===== src/rtl/switch_debouncer.sv =====
// Slide-switch conditioner: per-bit two-flop synchronizer, stability filter,
// and registered one-cycle rise/fall pulses coincident with the clean level change.

module switch_debouncer_lane #(
  parameter int STABLE_CYCLES = 1000000,
  parameter int CNT_W         = $clog2(STABLE_CYCLES+1)
) (
  input  logic clk,
  input  logic rst_n,
  input  logic i_raw,
  output logic o_clean,
  output logic o_rise,
  output logic o_fall
);
  localparam logic [CNT_W-1:0] LAST = CNT_W'(STABLE_CYCLES-1);

  logic             r_sync1, r_sync2;
  logic [CNT_W-1:0] r_cnt;
  logic             r_clean, r_rise, r_fall;

  always_ff @(posedge clk or negedge rst_n) begin
    if (!rst_n) begin
      r_sync1 <= 1'b0;
      r_sync2 <= 1'b0;
      r_cnt   <= '0;
      r_clean <= 1'b0;
      r_rise  <= 1'b0;
      r_fall  <= 1'b0;
    end else begin
      r_sync1 <= i_raw;
      r_sync2 <= r_sync1;
      r_rise  <= 1'b0;
      r_fall  <= 1'b0;
      // Any return to the accepted level restarts the stability count.
      if (r_sync2 == r_clean) begin
        r_cnt <= '0;
      end else if (r_cnt != LAST) begin
        r_cnt <= r_cnt + 1'b1;
      end else begin
        r_clean <= r_sync2;
        r_cnt   <= '0;
        r_rise  <= r_sync2;
        r_fall  <= ~r_sync2;
      end
    end
  end

  assign o_clean = r_clean;
  assign o_rise  = r_rise;
  assign o_fall  = r_fall;
endmodule

module switch_debouncer #(
  parameter int WIDTH         = 16,
  parameter int STABLE_CYCLES = 1000000,
  parameter int CNT_W         = $clog2(STABLE_CYCLES+1)
) (
  input  logic             clk,
  input  logic             rst_n,
  input  logic [WIDTH-1:0] sw_raw,
  output logic [WIDTH-1:0] sw_clean,
  output logic [WIDTH-1:0] sw_rise,
  output logic [WIDTH-1:0] sw_fall
);
  for (genvar i = 0; i < WIDTH; i++) begin : g_lane
    switch_debouncer_lane #(
      .STABLE_CYCLES (STABLE_CYCLES),
      .CNT_W         (CNT_W)
    ) u_lane (
      .clk     (clk),
      .rst_n   (rst_n),
      .i_raw   (sw_raw[i]),
      .o_clean (sw_clean[i]),
      .o_rise  (sw_rise[i]),
      .o_fall  (sw_fall[i])
    );
  end
endmodule


===== config.mk =====
export PLATFORM = sky130hd
export DESIGN_NAME = switch_debouncer
export DESIGN_NICKNAME = d
export VERILOG_FILES = /design/src/rtl/switch_debouncer.sv
export SDC_FILE = /design/constraint.sdc
export NUM_CORES = 1
export LEC_CHECK = 0
export BUFFER_PORTS_ARGS = -buffer_cell sky130_fd_sc_hd__buf_2
export CAP_MARGIN = 10
export CORE_MARGIN = 3
export CORE_UTILIZATION = 55
export CTS_BUF_LIST = sky130_fd_sc_hd__clkbuf_16
export DETAILED_ROUTE_END_ITERATION = 12
export PLACE_DENSITY = 0.81
export RECOVER_POWER = 50
export REMOVE_ABC_BUFFERS = 1
export SLEW_MARGIN = 30
export SYNTH_ARGS = -nofsm -noshare
export SYNTH_HDL_FRONTEND = slang
export SYNTH_SLANG_ARGS = --single-unit

===== constraint.sdc =====
create_clock -name clk -period 1.9 [get_ports clk]
set_input_delay 0 -clock clk [delete_from_list [all_inputs] [get_ports clk]]
set_output_delay 0 -clock clk [all_outputs]
set_load 0.01 [all_outputs]

Yosys cells after proc, flatten, opt, wreduce, memory -nomap -nowiden. Cells that the tools add are included.

Flip-flop bits (word level): 400. Output and inout bits: 48.

Add/subtract/negate cells: 16. Equal/unequal tests: 32. Muxes and demuxes: 96. Bitwise gates (word level): 48. Reduce and logical (&&, ||, !) cells: 16.

Operator list (count): 20-bit two-way mux (32); 20-bit by 1-bit adder with 20-bit output, second input constant (16); 20-bit inequality test, second input constant (16); 1-bit two-way mux (64); 1-bit inverter (48); 2-bit AND reduction (16); 1-bit == test (16).

Depth between registers and ports, before layout.
Depth after elaboration: 3. Mapped depth: 7. Mapped depth without buffers: 5.

Modules after synthesis. A second synthesis with hierarchy kept.

Cells, all modules: 1856. Area total of the unflattened synthesis: 18778.0 um^2.

Modules (own cells, without submodules): switch_debouncer_lane (instances 16, cells each 116, area an instance 1173.6 um^2, seq. area each 625.6 um^2).

Least setup slack after synthesis. Ideal clock, no wire load.

Path kind: register to register. Start point: reg g_lane[7].u_lane.r_cnt[0]. End point: reg g_lane[7].u_lane.r_cnt[18]. Arrival time: 1.920 ns. Required time: 1.822 ns. Slack: -0.098 ns. Cell stages (with the launch flop): 7. Path buffers: 1. Clock period less this slack: 1.998 ns. Cell sequence: dfrtp_1 > ha_1 > nand2_1 > or4_1 > buf_2 > or4_1 > a21oi_1.

Cells in the longest elaborated chain, start to end: 3. Elaborated cells on any way between the ends: 4. Classes of those cells: add/sub: 1; eq/ne: 1; mux: 2.

Ends and longest elaborated chain: start: declaration (line 18) `logic [CNT_W-1:0] r_cnt;`; start signal: assignment (line 38) `r_cnt <= r_cnt + 1'b1;`; 20-bit by 1-bit adder with 20-bit output / 20-bit inequality test (equally long branches) (line 38, 37); 20-bit two-way mux * (line 37) `end else if (r_cnt != LAST) begin`; 20-bit two-way mux * (line 35) `if (r_sync2 == r_clean) begin`.

Mark *: on every way between the ends. The rest lies on a longest branch, timed or not. A chain may end at the register's enable or synchronous reset.

Worst setup path in the final report.
Start point: reg g_lane[7].u_lane.r_cnt[1]. End point: reg g_lane[7].u_lane.r_cnt[18].

The elaborated chain is that of the path after synthesis.

==> summary.json <==
{
  "outcome": "complete, but fails checks",
  "violations": "setup timing",
  "drt_first_iter_violations": 921,
  "min_path_type": "in -> reg",
  "floorplan.die_area_sq_um": 36830,
  "relative_slew_margins_pct": 1.220,
  "via_density_per_instance": 5.764,
  "synth.yosys.seq_area_share_pct": 52.66,
  "detailed_place_hpwl_mm": 25.11,
  "route.met3.wl_mm": 1.323,
  "design.final.nets": 2078,
  "initial_utilization_pct": 56.26,
  "timing.critical_path.buf_inv": 0,
  "rsz0062_at_grt": "yes",
  "synth_async_sr_flop_share_pct": 100.0,
  "yosysTopAreaCell": "dfrtp_1",
  "critical_path.slowest_cell": "or4_4",
  "worst_clock_skew_ps": 9.858,
  "ys.flop_type": "dfrtp_1",
  "final.setup.tns_ps": -30.72,
  "routedLengthMet1_mm": 16.77,
  "register_to_register_path_depth": 5,
  "syn_to_final_growth_pct": 17.81,
  "die_x_um": 191.9,
  "rows": 67,
  "critical_path.endpoint": "g_lane[7].u_lane.r_cnt[18]",
  "wl_met2_mm": 19.40,
  "detail_route.drc_violations": 0,
  "cts_made_buffers": 43,
  "final_min_period_over_clock_period_pct": 101.6,
  "start_kind": "register",
  "layout_setup_ws_ps": -30.72,
  "routedWlPerCell_um": 15.15,
  "fp.coreArea_sq_um": 33780,
  "crit_start": "g_lane[7].u_lane.r_cnt[1]",
  "critPathCaptureType": "register",
  "grt_max_degree": 64,
  "worst-path-stages": 5,
  "finalWorstPathRequiredPeriod_ps": 1931,
  "max_clock_freq_mhz": 517.9,
  "worst-endpoint-arrival_ps": 2390,
  "top_layer": "met4",
  "worst_path_dominant_cell_family": "simple AND/OR/NAND/NOR gates",
  "peakVddDrop_mv": 0.7759,
  "first_global_vias": 14588,
  "cts-root-buf": "clkbuf_16",
  "antenna_violating_nets_post_route": 0,
  "synthDistinctLibCells": 45,
  "criticalPathCategory": "reg -> reg",
  "finalWeightedCongestion": 0.8693,
  "finalSetupViolCount": 1,
  "insertedDiodeCount": 0,
  "synthTopCellsByArea": "dfrtp_1 (53%), xor2_1 (5.2%), xnor2_1 (4.3%)",
  "crit_top_cell": "or4_4",
  "timing_hold_violations_final": 0,
  "initial_antenna_violation_count": 0,
  "ff2ff_setup_slack_ps": -30,
  "cpPeakStageDelay_ps": 570,
  "worstReg2RegStart": "g_lane[7].u_lane.r_cnt[1]",
  "post-synth-top-count-cell": "dfrtp_1",
  "max_cap_violations": 0,
  "drive_gt1_share_pct": 17.73,
  "synth_top_cell_area_share_pct": 52.66,
  "synth_cells": 1859,
  "timing_max_transition_violations_final": 0,
  "clkSlewWorstSetupHoldPaths_ps": 60,
  "worst_slew_pin_slew_ps": 1482,
  "cellPowerDensity_nw_per_um2": 810.7,
  "clkSinkCount": 400,
  "synth.top_cells.by_count": "dfrtp_1 (400), nor2_1 (214), nand3_1 (132)",
  "io_pins": 66,
  "synth-edff-count": 0,
  "cp_cell_sequence": "ha_2, nand2_2, or4_4, or4_4, a21oi_2",
  "clock_tree.htree_level_count": 2,
  "clk_latency_ps": 530,
  "cts_tree": "yes",
  "total_power_uw": 18150,
  "ys_ff_latch": 400,
  "cts-root-to-sink-buffers": 3,
  "final_design_area_no_fill_sq_um": 22390,
  "synthesis.area_sq_um": 19010,
  "grt_pass1_wl_mm": 65.58,
  "floorplan.die.height_um": 191.9,
  "route.vias.total": 14549,
  "drt_pass1_iterations": 5,
  "ys_warn_count": 0,
  "path_max_fanout": 5,
  "route.final.wire_length_mm": 38.23,
  "rr_endpoint": "g_lane[7].u_lane.r_cnt[18]",
  "finish.utilization_pct": 66.28,
  "min-delay-start": "sw_raw[10]",
  "port_buffers": 65,
  "overflow": 0,
  "worstPathRequired_ps": 2360,
  "overall_global_routing_resource_usage_pct": 20.77,
  "fin_hold_ws_ps": 105.5,
  "postSynthAreaPerCell_sq_um": 10.22,
  "cellLeakagePower_uw": 0.009429,
  "post_dp_cell_area_sq_um": 20490
}
==> kinds of logic after synthesis <==
family | count (synthesis) | synth area share [%]
simple gates | 874 | 25.04
flops | 400 | 52.66
compound gates | 216 | 7.142
xor+xnor | 205 | 9.446
buf+inv | 132 | 3.706
mux | 16 | 0.9479
fa+ha+maj | 16 | 1.053
==> layer usage <==
metal  vias up  track usage [%]
li1       6995                -
met1      7246            26.97
met2       246            36.57
met3        62            2.829
met4         0            5.786
met5         -                0
==> power by group <==
part / internal, uW / total, uW / switching [uW]
registers: 8640 / 8750 / 112
logic: 252 / 662 / 410
clock network: 5380 / 8740 / 3370
total: 14300 / 18200 / 3890
==> state kept, by name, summed over array words and instances, names as in the netlist <==
name                   cells
g_lane.u_lane.o_rise      16
g_lane.u_lane.r_sync1     16
g_lane.u_lane.r_sync2     16
g_lane.u_lane.o_fall      16
g_lane.u_lane.r_cnt      320
g_lane.u_lane.o_clean     16
==> worst register-to-register path, cell delays in order, from the launching register on <==
cell and delay [ps]:
dfrtp_1 350, ha_2 200, nand2_2 60, or4_4 570, or4_4 500, a21oi_2 160
==> stage by stage <==
step                      worst slack (ps)  std cells
after floorplan                     -87.85       1763
after global placement              -70.90       2419
after detailed placement            -90.26       2419
final                               -30.72       2524
after global routing                -52.89       2524
after CTS                            2.738       2513
==> cells in the final DEF, fill, tap and decap left out, types with 6 or more instances in the layout <==
cell type and n:
nor4b_1 10, ha_2 7, nand3b_1 6, nand2_1 104
nor4_1 37, buf_4 138, nand4_1 60, nor2_1 214
o31ai_2 9, xnor2_1 93, buf_2 62, o31ai_1 48
inv_1 42, and4_1 25, or3_4 8, clkinv_1 7
mux2_2 16, xor2_1 112, dfrtp_1 396, and2_1 9
a21oi_1 96, or4_4 10, dlygate4sd3_1 17, bufinv_16 8
nand3_1 130, or3_1 60, nor3b_1 32, ha_1 8
nor3_1 31, o21ai_0 52, or4_1 48, buf_6 6
clkbuf_16 46, and3_1 47
==> area by class of cell <==
class	instances	area [sq um]
Timing Repair Buffer	236	1700
Clock inverter	32	366.6
Sequential cell	400	10010
Multi-Input combinational cell	1327	8488
Tap cell	448	560.5
Fill cell	2468	11390
Clock buffer	45	1126
Inverter	36	135.1
==> timing repair <==
action                     CTS  global route
gates cloned                 0             1
setup buffers                0            10
gates resized for setup      9            43
setup endpoints to repair   27            66
hold endpoints to repair   416             0
pin swaps                    5            10
hold buffers                17             0
==> worst min-delay path by stage <==
stage | to | cells after the start
after CTS | g_lane[12].u_lane.r_cnt[17] | 2
final | g_lane[10].u_lane.r_sync1 | 2
after global routing | g_lane[6].u_lane.r_sync1 | 2
after detailed placement | g_lane[5].u_lane.r_cnt[0] | 1
after global placement | g_lane[15].u_lane.r_cnt[15] | 1
after floorplan | g_lane[0].u_lane.o_clean | 0
No activity file was read; power rests on OpenSTA's default activity.
